File: config.mk
export PLATFORM = sky130hd
export DESIGN_NAME = rbsp_epb_buffer
export DESIGN_NICKNAME = d
export VERILOG_FILES = /design/src/rtl/rbsp_epb_buffer.sv
export SDC_FILE = /design/constraint.sdc
export NUM_CORES = 1
export LEC_CHECK = 0
export ABC_AREA = 1
export BUFFER_PORTS_ARGS = -buffer_cell sky130_fd_sc_hd__buf_2
export CAP_MARGIN = 30
export CORE_MARGIN = 10
export CORE_UTILIZATION = 25
export DETAILED_ROUTE_END_ITERATION = 8
export GPL_ROUTABILITY_DRIVEN = 0
export GPL_TIMING_DRIVEN = 0
export HOLD_SLACK_MARGIN = 0.02
export PLACE_DENSITY_LB_ADDON = 0.05
export SLEW_MARGIN = 20
export SYNTH_ARGS = -nofsm -noshare
export SYNTH_HDL_FRONTEND = slang
export SYNTH_SLANG_ARGS = --single-unit
export TNS_END_PERCENT = 10
File: constraint.sdc
create_clock -name clk -period 5.9 [get_ports clk]
set_input_delay 1.18 -clock clk [delete_from_list [all_inputs] [get_ports clk]]
set_output_delay 1.18 -clock clk [all_outputs]
set_load 0.02 [all_outputs]
File: src/rtl/rbsp_epb_buffer.sv
// Strips H.264 emulation-prevention bytes from the NALU byte stream and packs the
// resulting RBSP bits MSB-first into a bit buffer that exposes a left-aligned window.
module rbsp_epb_buffer #(
  parameter int unsigned BUF_W = 64,
  parameter int unsigned WIN_W = 32,
  parameter int unsigned LEN_W = 6
) (
  input  logic                     clk,
  input  logic                     rst,
  input  logic                     ena,
  input  logic                     flush,
  input  logic                     stream_mem_valid,
  input  logic [7:0]               stream_mem_data,
  output logic                     stream_mem_rd,
  input  logic                     forward_ena,
  input  logic [LEN_W-1:0]         forward_len,
  output logic                     rbsp_buffer_valid,
  output logic [WIN_W-1:0]         rbsp_data,
  output logic [$clog2(BUF_W):0]   bit_count,
  output logic [15:0]              epb_count
);

  localparam int unsigned CNT_W = $clog2(BUF_W) + 1;
  localparam logic [CNT_W-1:0] RD_LIMIT = CNT_W'(BUF_W - 8);
  localparam logic [CNT_W-1:0] WIN_CNT  = CNT_W'(WIN_W);
  localparam logic [LEN_W-1:0] WIN_LEN  = LEN_W'(WIN_W);

  logic [BUF_W-1:0] buf_q;
  logic [BUF_W-1:0] buf_d;
  logic [BUF_W-1:0] kept;
  logic [BUF_W-1:0] byte_ext;
  logic [CNT_W-1:0] cnt_d;
  logic [CNT_W-1:0] cnt_after;
  logic [CNT_W-1:0] cons_len;
  logic [LEN_W-1:0] len_sat;
  logic [1:0]       zc_q;
  logic [1:0]       zc_d;
  logic [15:0]      epb_d;
  logic             valid_d;
  logic             accept;
  logic             drop;
  logic             consume;

  // Byte request: eligibility uses the pre-consume fill level so a byte always fits.
  assign stream_mem_rd = ena && !flush && !rst && (bit_count <= RD_LIMIT);
  assign accept        = stream_mem_rd && stream_mem_valid;
  assign drop          = accept && (zc_q == 2'd2) && (stream_mem_data == 8'h03);
  assign rbsp_data     = buf_q[BUF_W-1 -: WIN_W];

  // Consume-then-append datapath; the new byte lands right behind the surviving bits.
  always_comb begin
    len_sat   = (forward_len > WIN_LEN) ? WIN_LEN : forward_len;
    consume   = ena && !flush && forward_ena && rbsp_buffer_valid;
    cons_len  = consume ? CNT_W'(len_sat) : '0;
    kept      = buf_q << cons_len;
    cnt_after = bit_count - cons_len;
    byte_ext  = {stream_mem_data, {(BUF_W-8){1'b0}}};
    buf_d     = kept;
    cnt_d     = cnt_after;
    zc_d      = zc_q;
    epb_d     = epb_count;
    if (flush) begin
      buf_d = '0;
      cnt_d = '0;
      zc_d  = 2'd0;
      epb_d = 16'd0;
    end else if (accept) begin
      if (drop) begin
        zc_d  = 2'd0;
        epb_d = (epb_count == 16'hFFFF) ? epb_count : epb_count + 16'd1;
      end else begin
        buf_d = kept | (byte_ext >> cnt_after);
        cnt_d = cnt_after + CNT_W'(8);
        if (stream_mem_data == 8'h00) begin
          zc_d = (zc_q == 2'd2) ? 2'd2 : zc_q + 2'd1;
        end else begin
          zc_d = 2'd0;
        end
      end
    end
    valid_d = (cnt_d >= WIN_CNT);
  end

  always_ff @(posedge clk or posedge rst) begin
    if (rst) begin
      buf_q             <= '0;
      bit_count         <= '0;
      zc_q              <= 2'd0;
      epb_count         <= 16'd0;
      rbsp_buffer_valid <= 1'b0;
    end else begin
      buf_q             <= buf_d;
      bit_count         <= cnt_d;
      zc_q              <= zc_d;
      epb_count         <= epb_d;
      rbsp_buffer_valid <= valid_d;
    end
  end

endmodule
After elaboration in Yosys (flattened, before gate mapping)
Index checks and enable logic that the tools add are counted.
{"block": "totals", "regBits": 90, "latch_bits": 0, "ramBits": 0, "romBits": 0, "in_bits": 20, "word_cells": 50, "n_memories": 0}
{"block": "classes", "n_addsub": 4, "mul": 0, "n_div": 0, "order_cmp": 3, "eq_ne": 4, "shifts": 2, "n_mux": 17, "n_bitwise": 1, "n_reduce_logical": 14}
{"op": "$mux 64", "count": 3}
{"op": "$mux 16", "count": 4}
{"op": "$or 64x64->64", "count": 1}
{"op": "$shl 64x6->64", "count": 1}
{"op": "$shr 64x7->64", "count": 1}
{"op": "$mux 7", "count": 3}
{"op": "$add 16x1->16 const B", "count": 1}
{"op": "$eq 16x16->1 const B", "count": 1}
{"op": "$mux 6", "count": 2}
{"op": "$mux 2", "count": 5}
{"op": "$eq 8x2->1 const B", "count": 1}
{"op": "$logic_and 1x1->1", "count": 8}
{"op": "$logic_not 8->1", "count": 1}
{"op": "$add 7x4->7 const B", "count": 1}
{"op": "$ge 7x6->1 const B", "count": 1}
{"op": "$le 7x6->1 const B", "count": 1}
{"op": "$sub 7x6->7", "count": 1}
{"op": "$gt 6x6->1 const B", "count": 1}
{"op": "$reduce_bool 2->1", "count": 2}
{"op": "$reduce_and 3->1", "count": 1}
{"op": "$add 2x1->2 const B", "count": 1}
{"op": "$eq 2x2->1 const B", "count": 1}
{"op": "$logic_not 1->1", "count": 2}
{"op": "$ne 2x2->1 const B", "count": 1}

Longest topological paths before layout
{"block": "logic_depth", "ltp_word": 11, "ltp_mapped": 22}

Least setup slack after synthesis
No wires, ideal clock.
{"block": "synth_timing", "path_type": "input -> register", "from": "input forward_ena", "to": "register buf_q[36]", "arrival_ns": 3.938, "required_time_ns": 5.822, "setup_slack_ns": 1.884, "stages": 19, "path_buffers": 4, "path_cell_list": "nand2_1 inv_1 nand3_1 buf_2 clkbuf_1 inv_1 ha_1 inv_1 fa_1 buf_2 inv_1 clkbuf_1 nand2_1 o21ai_0 nand2_1 o21ai_0 and2_1 nand2_1 a21oi_1"}
{"block": "synth_between", "elab_chain_len": 9, "word_cells_on_any_way": 10, "cone_classes": "add/sub (1); shift (2); mux (4); bitwise (1); reduce/logical (2)"}
{"element": "start, declared", "line": "15", "rtl": "input logic forward_ena,"}
{"element": "$logic_and 1x1->1 (*) (2 in a row)", "line": "53", "rtl": "consume = ena && !flush && forward_ena && rbsp_buffer_valid;"}
{"element": "$mux 6 (*)", "line": "54", "rtl": "cons_len = consume ? CNT_W'(len_sat) : '0;"}
{"element": "$sub 7x6->7", "line": "56", "rtl": "cnt_after = bit_count - cons_len;"}
{"element": "$shr 64x7->64", "line": "72", "rtl": "buf_d = kept | (byte_ext >> cnt_after);"}
{"element": "$or 64x64->64", "line": "72"}
{"element": "$mux 64", "line": "68", "rtl": "if (drop) begin"}
{"element": "$mux 64 (*)", "line": "67", "rtl": "end else if (accept) begin"}
{"element": "$mux 64 (*)", "line": "62", "rtl": "if (flush) begin"}
{"element": "via buf_d[36]", "line": "29", "rtl": "logic [BUF_W-1:0] buf_d;"}
{"element": "end signal, assigned", "line": "92", "rtl": "buf_q <= buf_d;"}
{"element": "end, declared", "line": "28", "rtl": "logic [BUF_W-1:0] buf_q;"}
The timed path passes the listed nets; every way through them passes the cells marked *.
A chain may end at the register's enable or synchronous reset.

Worst setup path after layout
{"block": "layout_timing", "from": "input forward_ena", "to": "register buf_q[52]"}
Same word-level chain as after synthesis.

==> impl_metrics.env <==
export IMPL_outcome="finished, final reports clean"
export IMPL_synth_warnings=0
export IMPL_finalWorstSetupSlack_ns=0.4526
export IMPL_clock_pin_transition_on_the_worst_setup_and_hold_timing_paths_ns=0.08
export IMPL_nNetsFinal=1744
export IMPL_switching_power_summed_over_all_nets_mw=1.262
export IMPL_antenna_cells=0
export IMPL_clock_skew_ns=0.02051
export IMPL_postSynthCellCount=1626
export IMPL_grt_max_degree=63
export IMPL_setup_violations_final=0
export IMPL_post_dp_hpwl_um=45790
export IMPL_required_time_of_the_critical_path_ns=6.16
export IMPL_hold_violations=0
export IMPL_antenna_found_initial=0
export IMPL_final_setup_tns_ns=0
export IMPL_worst_hold_startpoint="epb_count[4]"
export IMPL_timing_critical_path_from_type="primary input"
export IMPL_sequentialPowerShare=0.274
export IMPL_crit_path_max_fanout=10
export IMPL_reg2reg_setup_slack_ns=0.97
export IMPL_period_minus_slack_ns=5.447
export IMPL_max_cap_viol_count=0
export IMPL_powerDensity_nw_per_um2=238.9
export IMPL_die_height_um=216.0
export IMPL_std_cell_rows=71
export IMPL_first_iter_violations=1534
export IMPL_drt_wirelength_per_cell_um=25.32
export IMPL_detailed_place_area_um2=10650
export IMPL_cts_num_sinks=90
export IMPL_start_util=0.2544
export IMPL_worstSetupStartpoint="forward_ena"
export IMPL_grt_pass1_wl_um=80990
export IMPL_total_leakage_power_nw=5.255
export IMPL_synth_async_reset_ratio=1.000
export IMPL_setup_crit_end="buf_q[52]"
export IMPL_placed_cells_incl_taps=2213
export IMPL_utilization=0.2898
export IMPL_grt_pass1_vias=11817
export IMPL_finalPower_mw=2.614
export IMPL_drive_above_1_share=0.1265
export IMPL_fillers=4419
export IMPL_synth_sequential_area_ratio=0.2344
export IMPL_vias=12261
export IMPL_cts_root_buffer="sky130_fd_sc_hd__clkbuf_16"
export IMPL_area_growth_from_synthesis_to_layout_pct=13.91
export IMPL_max_clock_path_buffers=2
export IMPL_comb_power_share=0.488
export IMPL_fp_dieW_um=216.0
export IMPL_vdd_ir_drop_worst_mv=0.1345
export IMPL_share_of_power_burned_in_the_clock_network=0.238
export IMPL_htree_levels=3
export IMPL_rr_worst_depth=20
export IMPL_criticalPathCategory="in -> reg"
export IMPL_drtPass1Iterations=6
export IMPL_layout_cell_area_non_filler_um2=10940
export IMPL_final_hold_worst_slack_ns=0.5663
export IMPL_syn_cell_area_um2=9607
export IMPL_syn_nets=1657
export IMPL_post_synth_cell_area_avg_um2=5.908
export IMPL_r2r_end="buf_q[52]"
export IMPL_post_cts_repair_setup_buffers=0
export IMPL_final_instance_count_excl_fill=2227
export IMPL_hp_class="reg -> reg"
export IMPL_cp_end_kind="register"
export IMPL_slew_headroom=0.3156
export IMPL_global_route_usage_total=0.2349
export IMPL_yosys_cell_types_count=38
export IMPL_synth_ff_latch_count=90
export IMPL_die_area_um2=46670
export IMPL_proportion_of_total_power_due_to_net_switching=0.4827
export IMPL_io_buffer_count=75
export IMPL_rsz_0062_raised_after_global_routing="false"
export IMPL_tritoncts_num_buffers=9
export IMPL_dominantRegCellSynth="sky130_fd_sc_hd__dfrtp_1"
export IMPL_grt_overflow_total=0
export IMPL_tritoncts_clock_tree="built"
export IMPL_viasPerCell=5.506
export IMPL_drcViolationCount=0
export IMPL_clock_insertion_delay_worst_skew_ns=0.38
export IMPL_postRouteAntennaNets=0
export IMPL_max_slew_worst_pin_slew_ns=1.027
export IMPL_synth_edff_count=0
export IMPL_r2r_start="rbsp_buffer_valid"
export IMPL_totalWireLength_um=56390
export IMPL_worst_ep_arrival_time_ns=5.71
export IMPL_slew_viol_final=0
export IMPL_fmax_ghz=0.1836
export IMPL_cts_resized=0
export IMPL_number_of_primary_i_o_pins=77
export IMPL_p_int_mw=1.352
export IMPL_core_area_um2=37760
export IMPL_cts_hold_repair_buffers=0
export IMPL_fin_crit_sh=0.9233
export IMPL_pre_cts_slack_ns=0.1181
[registers in the layout, indices dropped and copies added, names as in the netlist]
| register | cells |
|---|---|
| epb_count | 16 |
| rbsp_buffer_valid | 1 |
| bit_count | 7 |
| buf_q | 64 |
| zc_q | 2 |
[kinds of logic after synthesis]
kind of cell / after synthesis / share of synthesized area
simple gates: 1101 / 0.5276
fa+ha+maj: 11 / 0.01511
buf+inv: 280 / 0.1321
xor+xnor: 10 / 0.01498
compound gates: 134 / 0.07580
flops: 90 / 0.2344
[layer usage]
layer | vias to the layer above | track usage | share of wire
li1 | 5631 | - | -
met1 | 5843 | 0.3054 | 0.42
met2 | 653 | 0.3771 | 0.45
met3 | 134 | 0.03958 | 0.082
met4 | 0 | 0.09881 | 0.045
met5 | - | 0 | 0
[power by group through the flow]
stage,sequential (mW),clock (mW),combinational (mW)
final,0.716,0.621,1.28
after global routing,0.722,0.660,1.39
after CTS,0.716,0.636,1.26
after detailed placement,0.728,0,1.26
after global placement,0.729,0,1.26
after floorplan,0.725,0,0.842
[worst max-delay path, cell delays in order]
cell and delay (ns):
sky130_fd_sc_hd__buf_2 0.10, sky130_fd_sc_hd__nand2_1 0.11, sky130_fd_sc_hd__inv_1 0.17, sky130_fd_sc_hd__nand3_1 0.14, sky130_fd_sc_hd__buf_2 0.27, sky130_fd_sc_hd__clkbuf_1 0.65
sky130_fd_sc_hd__inv_1 0.17, sky130_fd_sc_hd__ha_1 0.23, sky130_fd_sc_hd__inv_1 0.11, sky130_fd_sc_hd__fa_1 0.42, sky130_fd_sc_hd__buf_2 0.18, sky130_fd_sc_hd__inv_1 0.11
sky130_fd_sc_hd__clkbuf_1 0.36, sky130_fd_sc_hd__nand2_1 0.09, sky130_fd_sc_hd__o21ai_0 0.14, sky130_fd_sc_hd__nand2_1 0.11, sky130_fd_sc_hd__o21ai_0 0.44, sky130_fd_sc_hd__nand3_1 0.14
sky130_fd_sc_hd__nor2_1 0.23, sky130_fd_sc_hd__nor2_1 0.08, sky130_fd_sc_hd__a21oi_1 0.28
[cell usage in the layout (no fill, tap or decap), types with 4 or more instances in the layout]
cell                          n
sky130_fd_sc_hd__inv_1      126
sky130_fd_sc_hd__nand2_2      4
sky130_fd_sc_hd__nor2_4       6
sky130_fd_sc_hd__clkbuf_1    38
sky130_fd_sc_hd__xor2_1       5
sky130_fd_sc_hd__ha_1        10
sky130_fd_sc_hd__o21ai_0     35
sky130_fd_sc_hd__o21ai_1      5
sky130_fd_sc_hd__o31ai_1      4
sky130_fd_sc_hd__nand4_1     15
sky130_fd_sc_hd__nand3_1    619
sky130_fd_sc_hd__a21oi_1     74
sky130_fd_sc_hd__dfrtp_1     90
sky130_fd_sc_hd__o211ai_1     9
sky130_fd_sc_hd__nor2_2       5
sky130_fd_sc_hd__nor3_1      10
sky130_fd_sc_hd__nor2_1      42
sky130_fd_sc_hd__clkbuf_16    9
sky130_fd_sc_hd__buf_2      129
sky130_fd_sc_hd__buf_1       12
sky130_fd_sc_hd__nand2_1    387
sky130_fd_sc_hd__buf_4       38
sky130_fd_sc_hd__inv_2        9
[how the worst min path moves through the flow]
stage	end	depth (start not counted)
final	epb_count[4]	2
after global routing	epb_count[4]	2
after CTS	epb_count[4]	2
after detailed placement	epb_count[4]	2
after global placement	zc_q[0]	2
after floorplan	zc_q[0]	2
[synthesized netlist by cell type (3+ instances only)]
master,n,area share
sky130_fd_sc_hd__nand3_1,619,0.32
sky130_fd_sc_hd__nand2_1,387,0.15
sky130_fd_sc_hd__inv_1,127,0.050
sky130_fd_sc_hd__dfrtp_1,90,0.23
sky130_fd_sc_hd__a21oi_1,74,0.039
sky130_fd_sc_hd__buf_2,54,0.028
sky130_fd_sc_hd__nor2_1,42,0.016
sky130_fd_sc_hd__buf_4,38,0.030
sky130_fd_sc_hd__clkbuf_1,38,0.015
sky130_fd_sc_hd__o21ai_0,35,0.018
sky130_fd_sc_hd__nand4_1,15,0.0098
sky130_fd_sc_hd__buf_1,12,0.0047
sky130_fd_sc_hd__ha_1,10,0.013
sky130_fd_sc_hd__nor3_1,10,0.0052
sky130_fd_sc_hd__inv_2,9,0.0035
sky130_fd_sc_hd__o211ai_1,9,0.0070
sky130_fd_sc_hd__nor2_4,6,0.0070
sky130_fd_sc_hd__nor2_2,5,0.0033
sky130_fd_sc_hd__o21ai_1,5,0.0026
sky130_fd_sc_hd__xor2_1,5,0.0046
sky130_fd_sc_hd__nand2_2,4,0.0026
sky130_fd_sc_hd__o31ai_1,4,0.0031
sky130_fd_sc_hd__and2_1,3,0.0020
sky130_fd_sc_hd__nor4_1,3,0.0020
sky130_fd_sc_hd__o21a_1,3,0.0023
sky130_fd_sc_hd__xor2_4,3,0.0086
[area by class of cell]
class,count,area [um2],area share
plain buffers,143,754.5,0.06895
flip-flops and latches,90,2252,0.2058
inverters,137,519.2,0.04745
repair buffers,76,402.9,0.03682
multi-input cells,1256,6086,0.5561
clock buffers,9,225.2,0.02058
clock inverters,5,63.81,0.005831
well taps,511,639.4,0.05843
(Power assumes the default switching activity.)
